[src/rtl/tpu_pkg.sv]
// Shared types and constants for the systolic array datapath.
// Elements are signed Q8.8; the input skew block uses the state enum below.
package tpu_pkg;

    localparam int DATA_W    = 16;
    localparam int FRAC_BITS = 8;

    typedef logic signed [DATA_W-1:0] fixed_t;

    typedef enum logic [1:0] {
        SKEW_IDLE,
        SKEW_STREAM,
        SKEW_DRAIN
    } skew_state_t;

endpackage

[src/rtl/skew_delay_line.sv]
// Fixed-depth shift register of {valid, data} for one array row.
// Data is forced to zero whenever valid is low, so bubbles reach the PE as zeros.
module skew_delay_line #(
    parameter int DEPTH  = 1,
    parameter int DATA_W = 16
) (
    input  logic              clk,
    input  logic              rst,
    input  logic              i_valid,
    input  logic [DATA_W-1:0] i_data,
    output logic              o_valid,
    output logic [DATA_W-1:0] o_data
);

    logic [DEPTH-1:0]             r_vld;
    logic [DEPTH-1:0][DATA_W-1:0] r_dat;

    always_ff @(posedge clk) begin
        if (rst) begin
            r_vld <= '0;
            r_dat <= '0;
        end else begin
            r_vld[0] <= i_valid;
            r_dat[0] <= i_valid ? i_data : '0;
            for (int k = 1; k < DEPTH; k++) begin
                r_vld[k] <= r_vld[k-1];
                r_dat[k] <= r_dat[k-1];
            end
        end
    end

    assign o_valid = r_vld[DEPTH-1];
    assign o_data  = r_dat[DEPTH-1];

endmodule

[src/rtl/systolic_input_skew.sv]
// Left-edge feeder for the PE array: row i sees each accepted vector i+1 cycles later,
// forming a diagonal wavefront. Tracks tile end so done pulses as the last element leaves row N-1.
module systolic_input_skew
    import tpu_pkg::*;
#(
    parameter int N      = 4,
    parameter int DATA_W = tpu_pkg::DATA_W
) (
    input  logic                clk,
    input  logic                rst,
    input  logic                skew_valid_in,
    output logic                skew_ready_out,
    input  logic [N*DATA_W-1:0] skew_data_in,
    input  logic                skew_last_in,
    input  logic                skew_switch_in,
    output logic [N*DATA_W-1:0] skew_data_out,
    output logic [N-1:0]        skew_valid_out,
    output logic                skew_switch_out,
    output logic                skew_busy_out,
    output logic                skew_done_out
);

    localparam int             CW       = $clog2(N) + 1;
    localparam logic [CW-1:0]  LAST_CNT = CW'(N - 1);

    skew_state_t   r_state, w_state_nxt;
    logic [CW-1:0] r_cnt, w_cnt_nxt;
    logic          r_ready, r_busy, r_done, r_switch;
    logic          w_accept;

    assign w_accept = skew_valid_in & r_ready;

    always_comb begin
        w_state_nxt = r_state;
        w_cnt_nxt   = '0;
        case (r_state)
            SKEW_IDLE, SKEW_STREAM: begin
                if (w_accept)
                    w_state_nxt = skew_last_in ? SKEW_DRAIN : SKEW_STREAM;
            end
            SKEW_DRAIN: begin
                if (r_cnt == LAST_CNT) w_state_nxt = SKEW_IDLE;
                else                   w_cnt_nxt   = r_cnt + CW'(1);
            end
            default: w_state_nxt = SKEW_IDLE;
        endcase
    end

    // Status outputs are registered from the next-state decode so they line up with r_state.
    always_ff @(posedge clk) begin
        if (rst) begin
            r_state  <= SKEW_IDLE;
            r_cnt    <= '0;
            r_ready  <= 1'b1;
            r_busy   <= 1'b0;
            r_done   <= 1'b0;
            r_switch <= 1'b0;
        end else begin
            r_state  <= w_state_nxt;
            r_cnt    <= w_cnt_nxt;
            r_ready  <= (w_state_nxt != SKEW_DRAIN);
            r_busy   <= (w_state_nxt != SKEW_IDLE);
            r_done   <= (w_state_nxt == SKEW_DRAIN) && (w_cnt_nxt == LAST_CNT);
            r_switch <= skew_switch_in & w_accept;
        end
    end

    for (genvar gi = 0; gi < N; gi++) begin : g_lane
        skew_delay_line #(
            .DEPTH  (gi + 1),
            .DATA_W (DATA_W)
        ) u_dl (
            .clk     (clk),
            .rst     (rst),
            .i_valid (w_accept),
            .i_data  (skew_data_in[gi*DATA_W +: DATA_W]),
            .o_valid (skew_valid_out[gi]),
            .o_data  (skew_data_out[gi*DATA_W +: DATA_W])
        );
    end

    assign skew_ready_out  = r_ready;
    assign skew_busy_out   = r_busy;
    assign skew_done_out   = r_done;
    assign skew_switch_out = r_switch;

endmodule

[config.mk]
export PLATFORM = sky130hd
export DESIGN_NAME = systolic_input_skew
export DESIGN_NICKNAME = d
export VERILOG_FILES = /design/src/rtl/tpu_pkg.sv /design/src/rtl/skew_delay_line.sv /design/src/rtl/systolic_input_skew.sv
export SDC_FILE = /design/constraint.sdc
export NUM_CORES = 1
export LEC_CHECK = 0
export ABC_AREA = 1
export BUFFER_PORTS_ARGS = -buffer_cell sky130_fd_sc_hd__buf_2
export CORE_MARGIN = 2
export CORE_UTILIZATION = 50
export CTS_BUF_LIST = sky130_fd_sc_hd__clkbuf_4 sky130_fd_sc_hd__clkbuf_8
export CTS_CLUSTER_DIAMETER = 200
export DETAILED_ROUTE_END_ITERATION = 10
export PLACE_DENSITY = 0.84
export SLEW_MARGIN = 25
export SYNTH_ARGS = -nofsm -noshare
export SYNTH_HDL_FRONTEND = slang
export SYNTH_SLANG_ARGS = --single-unit
[constraint.sdc]
create_clock -name clk -period 2.6 [get_ports clk]
set_input_delay 0.78 -clock clk [delete_from_list [all_inputs] [get_ports clk]]
set_output_delay 0.78 -clock clk [all_outputs]
set_load 0.01 [all_outputs]
Word level (Yosys, flattened, before mapping)
Cells that the tools add are included.
{"block": "totals", "regBits": 179, "inputBits": 69}
{"block": "op_classes", "n_addsub": 1, "eq_ne": 6, "n_mux": 6, "n_bitwise": 3, "n_reduce_logical": 5}
{"cell": "3-bit by 2-bit == test with 1-bit output, second input constant", "n": 2}
{"cell": "2-bit 2-to-1 mux", "n": 3}
{"cell": "3-bit 2-to-1 mux", "n": 2}
{"cell": "2-bit == test, second input constant", "n": 2}
{"cell": "2-bit one-hot mux with 2 select lines", "n": 1}
{"cell": "2-bit OR reduction", "n": 2}
{"cell": "3-bit by 1-bit adder with 3-bit output, second input constant", "n": 1}
{"cell": "1-bit bitwise AND", "n": 2}
{"cell": "2-bit by 1-bit == test with 1-bit output, second input constant", "n": 1}
{"cell": "2-bit zero test", "n": 1}
{"cell": "2-bit != test, second input constant", "n": 1}
{"cell": "2-bit nonzero test", "n": 1}
{"cell": "1-bit logical AND", "n": 1}
{"cell": "1-bit NOT", "n": 1}

Depth between registers and ports, before layout
Gate-level depths: netlist of the first run.
{"block": "depth", "depth_word": 5, "ltp_mapped": 7}

By module
From an unflattened synthesis of the first run, not the netlist that was laid out.
{"block": "hier_totals", "hier_cells": 622, "hier_area_um2": 5683.0}
{"mod": "skew_delay_line (g_lane[3].u_dl)", "n_inst": 1, "cells_each": 228, "area_each_um2": 2075.7}
{"mod": "skew_delay_line (g_lane[2].u_dl)", "n_inst": 1, "cells_each": 175, "area_each_um2": 1597.8}
{"mod": "skew_delay_line (g_lane[1].u_dl)", "n_inst": 1, "cells_each": 122, "area_each_um2": 1147.4}
{"mod": "skew_delay_line (g_lane[0].u_dl)", "n_inst": 1, "cells_each": 53, "area_each_um2": 518.0}
{"mod": "systolic_input_skew", "n_inst": 1, "cells_each": 44, "area_each_um2": 344.1}

Worst setup path before layout of the first run
OpenSTA, ideal clock, no wires.
{"block": "synth_path", "kind": "in2reg", "start": "input skew_valid_in", "end": "register g_lane[1].u_dl.r_dat[0] (netlist bit)", "setup_time_ns": 0.114, "arrival_ns": 1.296, "setup_slack_ns": 1.190, "path_stages": 6, "path_buffers": 2, "path_cell_list": "nand2_1 -> nor2_2 -> inv_2 -> buf_6 -> buf_8 -> nor2_4"}
{"block": "synth_between", "elab_chain_len": 3}
{"element": "start: declaration", "line_no": "systolic_input_skew.sv:11", "rtl": "input logic skew_valid_in,"}
{"element": "1-bit bitwise AND", "line_no": "systolic_input_skew.sv:31", "rtl": "assign w_accept = skew_valid_in & r_ready;"}
{"element": "1-bit NOT (no source line)"}
{"element": "2-bit OR reduction (no source line)"}
{"element": "end signal: indexed assignment", "line_no": "skew_delay_line.sv:27", "rtl": "r_dat[k] <= r_dat[k-1];"}
{"element": "end: declaration", "line_no": "skew_delay_line.sv:16", "rtl": "logic [DEPTH-1:0][DATA_W-1:0] r_dat;"}
Every way passes these cells.
A chain may end at the register's enable or synchronous reset.

==> results.json, run 1 <==
{
  "maxSlewHeadroom_pct": 67.71,
  "power_frac_seq_pct": 58.2,
  "root_buffer": "clkbuf_8",
  "num_vias": 3288,
  "setup_viol": 0,
  "finalCriticalPeriod_ps": 1726,
  "worst_pin_slew_ps": 484.4,
  "synth_area_leader_cell": "dfxtp_1",
  "end_kind": "output port",
  "wl_per_cell_um": 9.288,
  "async_flop_share_pct": 0,
  "reg2reg_to": "g_lane[1].u_dl.r_dat[5]",
  "preCtsSetupSlack_ps": 848.9,
  "power_density_nw_per_um2": 761.6,
  "port_buffers": 140,
  "syn_inst": 605,
  "cts_hold_buf": 0,
  "hold_viol": 0,
  "synth_top_area_share_pct": 63.69,
  "vias_per_cell": 3.864,
  "tns_ps": 0,
  "critical_path_class": "reg -> out",
  "chipHeight_um": 108.3,
  "critPathRequiredTime_ps": 1820,
  "cp-start-kind": "flop",
  "path_cells": "buf_2",
  "clock-sinks": 173,
  "r2r_slack_ps": 1430,
  "synth_flop_cell": "dfxtp_1",
  "ys_top_cells_by_area": "dfxtp_1 64%, inv_1 12%, nor2_1 11%, buf_4 7.2%, nor2_4 2.1%",
  "yosysSeqAreaShare_pct": 63.69,
  "fill_cells": 974,
  "core-area_um2": 10750,
  "synth_enable_flop_cells": 0,
  "fin_cells": 851,
  "drt_iter0_markers": 106,
  "slew_violations": 0,
  "clkPwrFrac_pct": 36.7,
  "p_sw_uw": 1192,
  "path_clk_slew_ps": 100,
  "critPathTopFamily": "flip-flops",
  "p_int_uw": 3543,
  "rsz0062_at_grt": "false",
  "synth_most_common_cell": "inv_1",
  "post_cts_buffers": 0,
  "synth_warnings": 0,
  "multi_input_area_um2": 798.3,
  "status": "complete, no violations",
  "drv_cap": 0,
  "num-nets-final": 768,
  "place_congestion": 0.7348,
  "clockBufferDepth": 2,
  "insertion_delay_ps": 420,
  "dp_hpwl_um": 5602,
  "syn-cell-area_um2": 5438,
  "drive_gt1_share_pct": 26.44,
  "min_from": "g_lane[3].u_dl.r_dat[37]",
  "grt_pass1_wl_um": 12500,
  "layout_setup_ws_ps": 874.1,
  "die_area_um2": 11730,
  "min_delay_worst_endpoint": "g_lane[3].u_dl.o_data[5]",
  "crit_buf_inv": 1,
  "syn_to_final_growth_pct": 14.31,
  "overflow": 0,
  "hp-class": "reg -> reg",
  "hold_path_depth": 2,
  "cts_buffers": 17,
  "wirelength_um": 7904,
  "swShare_pct": 25.17,
  "grt_max_degree": 48,
  "peakVddDrop_mv": 0.4349,
  "finClkSkew_ps": 11.22,
  "p_comb_share_pct": 5.1,
  "cpMaxStageDelayCell": "dfxtp_1",
  "tritoncts": "yes",
  "arrival_ps": 950,
  "antenna_cells": 0,
  "post_dp_cell_area_um2": 5827,
  "ys_ff_latch": 173,
  "io_pins": 141,
  "p_leak_uw": 0.003180,
  "antenna_found_initial": 0,
  "period_share_pct": 66.38,
  "fin_area_um2": 6216,
  "grt.total_usage_pct": 13.91,
  "firstDrtPassIters": 4,
  "h-tree-depth": 4,
  "ctsResizeCount": 0,
  "synth_common_cells": "174 x inv_1, 173 x dfxtp_1, 158 x nor2_1, 52 x buf_4, 11 x nand2_1",
  "avgSynthCellArea_um2": 8.988,
  "finalPower_uw": 4734,
  "drc_errors": 0,
  "dp_cells": 819,
  "antenna_left": 0,
  "critical_path_depth": 1,
  "rows": 38,
  "synth_nets": 675,
  "regArea_um2": 3463,
  "r2r-start": "skew_ready_out",
  "grt_pass1_vias": 3050,
  "cpPeakStageDelay_ps": 380,
  "fmax_ghz": 0.5794,
  "synth.distinct_cells": 16,
  "r2r_cells": 5,
  "initial_utilization_pct": 50.61,
  "die_w_um": 108.3,
  "path_max_fanout": 2
}
routing by layer:
metal / global-route usage [%] / up-vias / share of wire [%]
met5: 0 / - / 0
met4: 5.495 / 0 / 1.3
met3: 6.028 / 10 / 9.1
met2: 23.05 / 113 / 44
met1: 15.83 / 1381 / 45
li1: - / 1784 / -
cell usage in the layout, fill, tap and decap left out:
cell type,synthesis,routed
inv_1,174,174
dfxtp_1,173,173
nor2_1,158,158
buf_2,10,139
clkbuf_8,0,17
nand2_1,11,11
nor2_4,10,10
buf_4,52,5
clkinv_4,0,4
inv_8,0,3
clkinv_8,0,3
nand3_1,2,2
nand4_1,2,2
nor3_1,2,2
clkinvlp_4,0,2
inv_6,0,2
nor2_2,1,1
inv_2,1,1
ha_1,1,1
clkinv_2,0,1
power by group through the flow:
stage               sequential (uW)  clock, uW  combinational [uW]
floorplan                      2820          0                 165
global placement               2810          0                 239
detailed placement             2820          0                 246
CTS                            2750       1800                 247
global route                   2760       1900                 279
finish                         2750       1740                 242
through the flow:
step                      utilization [%]  hold WS (ps)
after floorplan                         -         388.3
after global placement              54.23         388.8
after detailed placement            54.23         391.6
after CTS                           57.85         398.8
after global routing                57.85         406.2
final                               57.85         395.4
registers in the layout (all words and copies together), names as in the netlist:
signal	flops
skew_switch_out	1
g_lane.u_dl.r_dat	96
r_cnt	3
r_state	2
skew_done_out	1
g_lane.u_dl.r_vld	4
skew_ready_out	1
skew_busy_out	1
g_lane.u_dl.o_data	64
how the worst max path moves through the flow:
stage | to | slack [ps] | startpoint
4_1_cts | skew_valid_out[1] | 800 | g_lane[3].u_dl.r_vld[1]
3_3_place_gp | g_lane[1].u_dl.r_dat[13] | 880 | skew_valid_in
6_report | skew_valid_out[1] | 870 | g_lane[3].u_dl.r_vld[1]
5_1_grt | skew_ready_out | 810 | skew_ready_out
3_5_place_dp | g_lane[1].u_dl.r_dat[5] | 850 | skew_valid_in
2_1_floorplan | g_lane[1].u_dl.r_dat[0] | 1190 | skew_valid_in
logic make-up after synthesis:
kind of cell | count (synthesis) | synth area share [%]
AND/OR/NAND/NOR | 186 | 14.45
adder cells (fa/ha/maj) | 1 | 0.2301
buffers and inverters | 245 | 21.63
flip-flops | 173 | 63.69
layout make-up:
cell class / instances / share of cell area [%]
well taps: 140 / 2.818
flip-flops and latches: 173 / 55.72
multi-input cells: 187 / 12.84
repair buffers: 144 / 11.80
clock buffers: 17 / 3.764
clock inverters: 15 / 2.496
inverters: 175 / 10.57
No activity file was read; power rests on OpenSTA's default activity.
==> run 2: changes to the inputs <==
--- a/config.mk
+++ b/config.mk
@@ -5,14 +5,14 @@
 export SDC_FILE = /design/constraint.sdc
 export NUM_CORES = 1
 export LEC_CHECK = 0
-export ABC_AREA = 1
+export ABC_AREA = 0
 export BUFFER_PORTS_ARGS = -buffer_cell sky130_fd_sc_hd__buf_2
 export CORE_MARGIN = 2
-export CORE_UTILIZATION = 50
+export CORE_UTILIZATION = 48
 export CTS_BUF_LIST = sky130_fd_sc_hd__clkbuf_4 sky130_fd_sc_hd__clkbuf_8
 export CTS_CLUSTER_DIAMETER = 200
 export DETAILED_ROUTE_END_ITERATION = 10
-export PLACE_DENSITY = 0.84
+export PLACE_DENSITY = 0.85
 export SLEW_MARGIN = 25
 export SYNTH_ARGS = -nofsm -noshare
 export SYNTH_HDL_FRONTEND = slang
==> constraint.sdc (replaced) <==
create_clock -name clk -period 1.55 [get_ports clk]
set_input_delay 0.465 -clock clk [delete_from_list [all_inputs] [get_ports clk]]
set_output_delay 0.465 -clock clk [all_outputs]
set_load 0.01 [all_outputs]
==> run 2 against run 1 <==
Effect of this change: sequential share of layout area is 1.9 points higher; via count down 16%; final area decreased by 3.3%; count of clock-buffer cells in the layout increased by 1; cell count fell by 22%; die area down 1.8%; global-route usage is 0.081 points higher; flip-flop and latch count stayed put; synthesized cell count down 30%; setup slack worse by 770 ps; synthesized area decreased by 5.8%; critical path type unchanged; critical endpoint is now skew_ready_out.
==> results.json, run 2 <==
{
  "status": "complete, no violations",
  "layout_common_cells": "173 x dfxtp_1, 139 x buf_2, 100 x nor2b_1, 65 x and2_1, 17 x clkbuf_8",
  "cts_buffers": 17,
  "hold_viol": 0,
  "syn_inst": 426,
  "synth_common_cells": "173 x dfxtp_1, 100 x nor2b_1, 65 x and2_1, 53 x buf_4",
  "num-nets-final": 588,
  "setup_viol": 0,
  "synth_enable_flop_cells": 0,
  "rsz0062_at_grt": "false",
  "die_area_um2": 11520,
  "wl_per_cell_um": 11.37,
  "yosysSeqAreaShare_pct": 67.59,
  "insertion_delay_ps": 430,
  "slew_violations": 0,
  "cts_hold_buf": 0,
  "die_w_um": 107.3,
  "ctsResizeCount": 0,
  "synth_flop_cell": "dfxtp_1",
  "synth_warnings": 0,
  "overflow": 0,
  "finalCriticalPeriod_ps": 1450,
  "initial_utilization_pct": 49.63,
  "drv_cap": 0,
  "grt_pass1_vias": 2726,
  "hp-class": "in -> reg",
  "tns_ps": 0,
  "synth_top_area_share_pct": 67.59,
  "critical_path_class": "reg -> out",
  "syn_to_final_growth_pct": 17.31,
  "grt_pass1_wl_um": 12100,
  "avgSynthCellArea_um2": 12.03,
  "path_max_fanout": 5,
  "root_buffer": "clkbuf_8",
  "io_pins": 141,
  "synth_most_common_cell": "dfxtp_1",
  "clockBufferDepth": 2,
  "clock-sinks": 173,
  "worst_hold_slack_ps": 224.7,
  "arrival_ps": 980,
  "power_density_nw_per_um2": 1400,
  "cpPeakStageDelay_ps": 400,
  "rows": 37,
  "cp-start-kind": "flop",
  "path_cells": "buf_2",
  "period_share_pct": 93.54,
  "place_congestion": 0.7723,
  "vias_per_cell": 4.131,
  "antenna_left": 0,
  "antenna_found_initial": 0,
  "ys_top_cells_by_area": "dfxtp_1 68%, nor2b_1 12%, and2_1 7.9%, buf_4 7.8%, buf_6 1.1%",
  "synth_nets": 496,
  "maxSlewHeadroom_pct": 70.72,
  "crit_buf_inv": 1,
  "dp_hpwl_um": 5377,
  "grt_max_degree": 67,
  "critPathRequiredTime_ps": 1080,
  "async_flop_share_pct": 0,
  "drive_gt1_share_pct": 33.40,
  "syn-cell-area_um2": 5124,
  "layout_commonest_cell": "dfxtp_1",
  "r2r_slack_ps": 240,
  "regArea_um2": 3463,
  "h-tree-depth": 4,
  "finClkSkew_ps": 6.391,
  "wirelength_um": 7573,
  "firstDrtPassIters": 4,
  "fmax_ghz": 0.6897,
  "core-area_um2": 10320,
  "p_leak_uw": 0.002771,
  "port_buffers": 140,
  "antenna_cells": 0,
  "synth.distinct_cells": 22,
  "ys_ff_latch": 173,
  "largest_reg_flops": 96,
  "worst_pin_slew_ps": 434.6,
  "peakVddDrop_mv": 0.5686,
  "num_vias": 2751,
  "tritoncts": "yes",
  "critPathTopFamily": "flip-flops",
  "drt_iter0_markers": 74,
  "end_kind": "output port",
  "chipHeight_um": 107.3,
  "fill_cells": 859,
  "synth_area_leader_cell": "dfxtp_1",
  "multi_input_area_um2": 1155,
  "path_clk_slew_ps": 80,
  "cpMaxStageDelayCell": "dfxtp_1",
  "drc_errors": 0,
  "largest_register": "g_lane.u_dl.r_dat",
  "post_cts_buffers": 0,
  "grt.total_usage_pct": 13.99
}
## run 2: cell type report
type / instances / area share (%)
clock buffers: 18 / 4.017
clock inverters: 13 / 3.560
inverters: 1 / 0.06245
multi-input cells: 182 / 19.21
flip-flops and latches: 173 / 57.62
well taps: 136 / 2.831
repair buffers: 143 / 12.70
## run 2: worst paths after layout
kind / from / depth (start not counted) / endpoint
setup / recovery: skew_ready_out / 1 / skew_ready_out
hold / removal: skew_data_in[7] / 2 / g_lane[0].u_dl.o_data[7]
setup reg to reg: r_cnt[0] / 4 / skew_busy_out
hold reg to reg: g_lane[3].u_dl.r_dat[31] / 1 / g_lane[3].u_dl.r_dat[47]
## run 2: routing by layer
layer / vias up / track usage (%) / part of all wire [%]
met5: - / 0 / 0
met4: 0 / 8.998 / 2.5
met3: 17 / 5.206 / 7.9
met2: 104 / 22.97 / 49
met1: 1209 / 15.14 / 41
li1: 1421 / - / -
## run 2: power breakdown
group	leakage (uW)	total (uW)	switching, uW	internal, uW
clock network	0.000223	3450	1500	1940
logic	0.00114	354	165	189
registers	0.00141	4620	35.7	4580
total	0.00277	8410	1700	6710
## run 2: through the flow
step | utilization [%] | std cells | instance area [um^2] | total power, uW | setup WS (ps)
floorplan | - | 426 | 5124 | 4946 | 465.6
global placement | 53.81 | 635 | 5555 | 5064 | 322.0
detailed placement | 53.81 | 635 | 5555 | 5084 | 265.3
CTS | 58.22 | 666 | 6011 | 8513 | 60.25
global route | 58.22 | 666 | 6011 | 8752 | 35.32
finish | 58.22 | 666 | 6011 | 8414 | 100.1
## run 2: cell families (layout without fill, tap and decap cells)
kind of cell             Yosys count  after routing  synth area share [%]
AND/OR/NAND/NOR                  174            174                 21.32
flip-flops                       173            173                 67.59
buffers and inverters             71            175                 9.963
AO/OA/AOI/OAI                      6              6                0.7081
adder cells (fa/ha/maj)            1              1                0.2442
XOR/XNOR                           1              1                0.1710
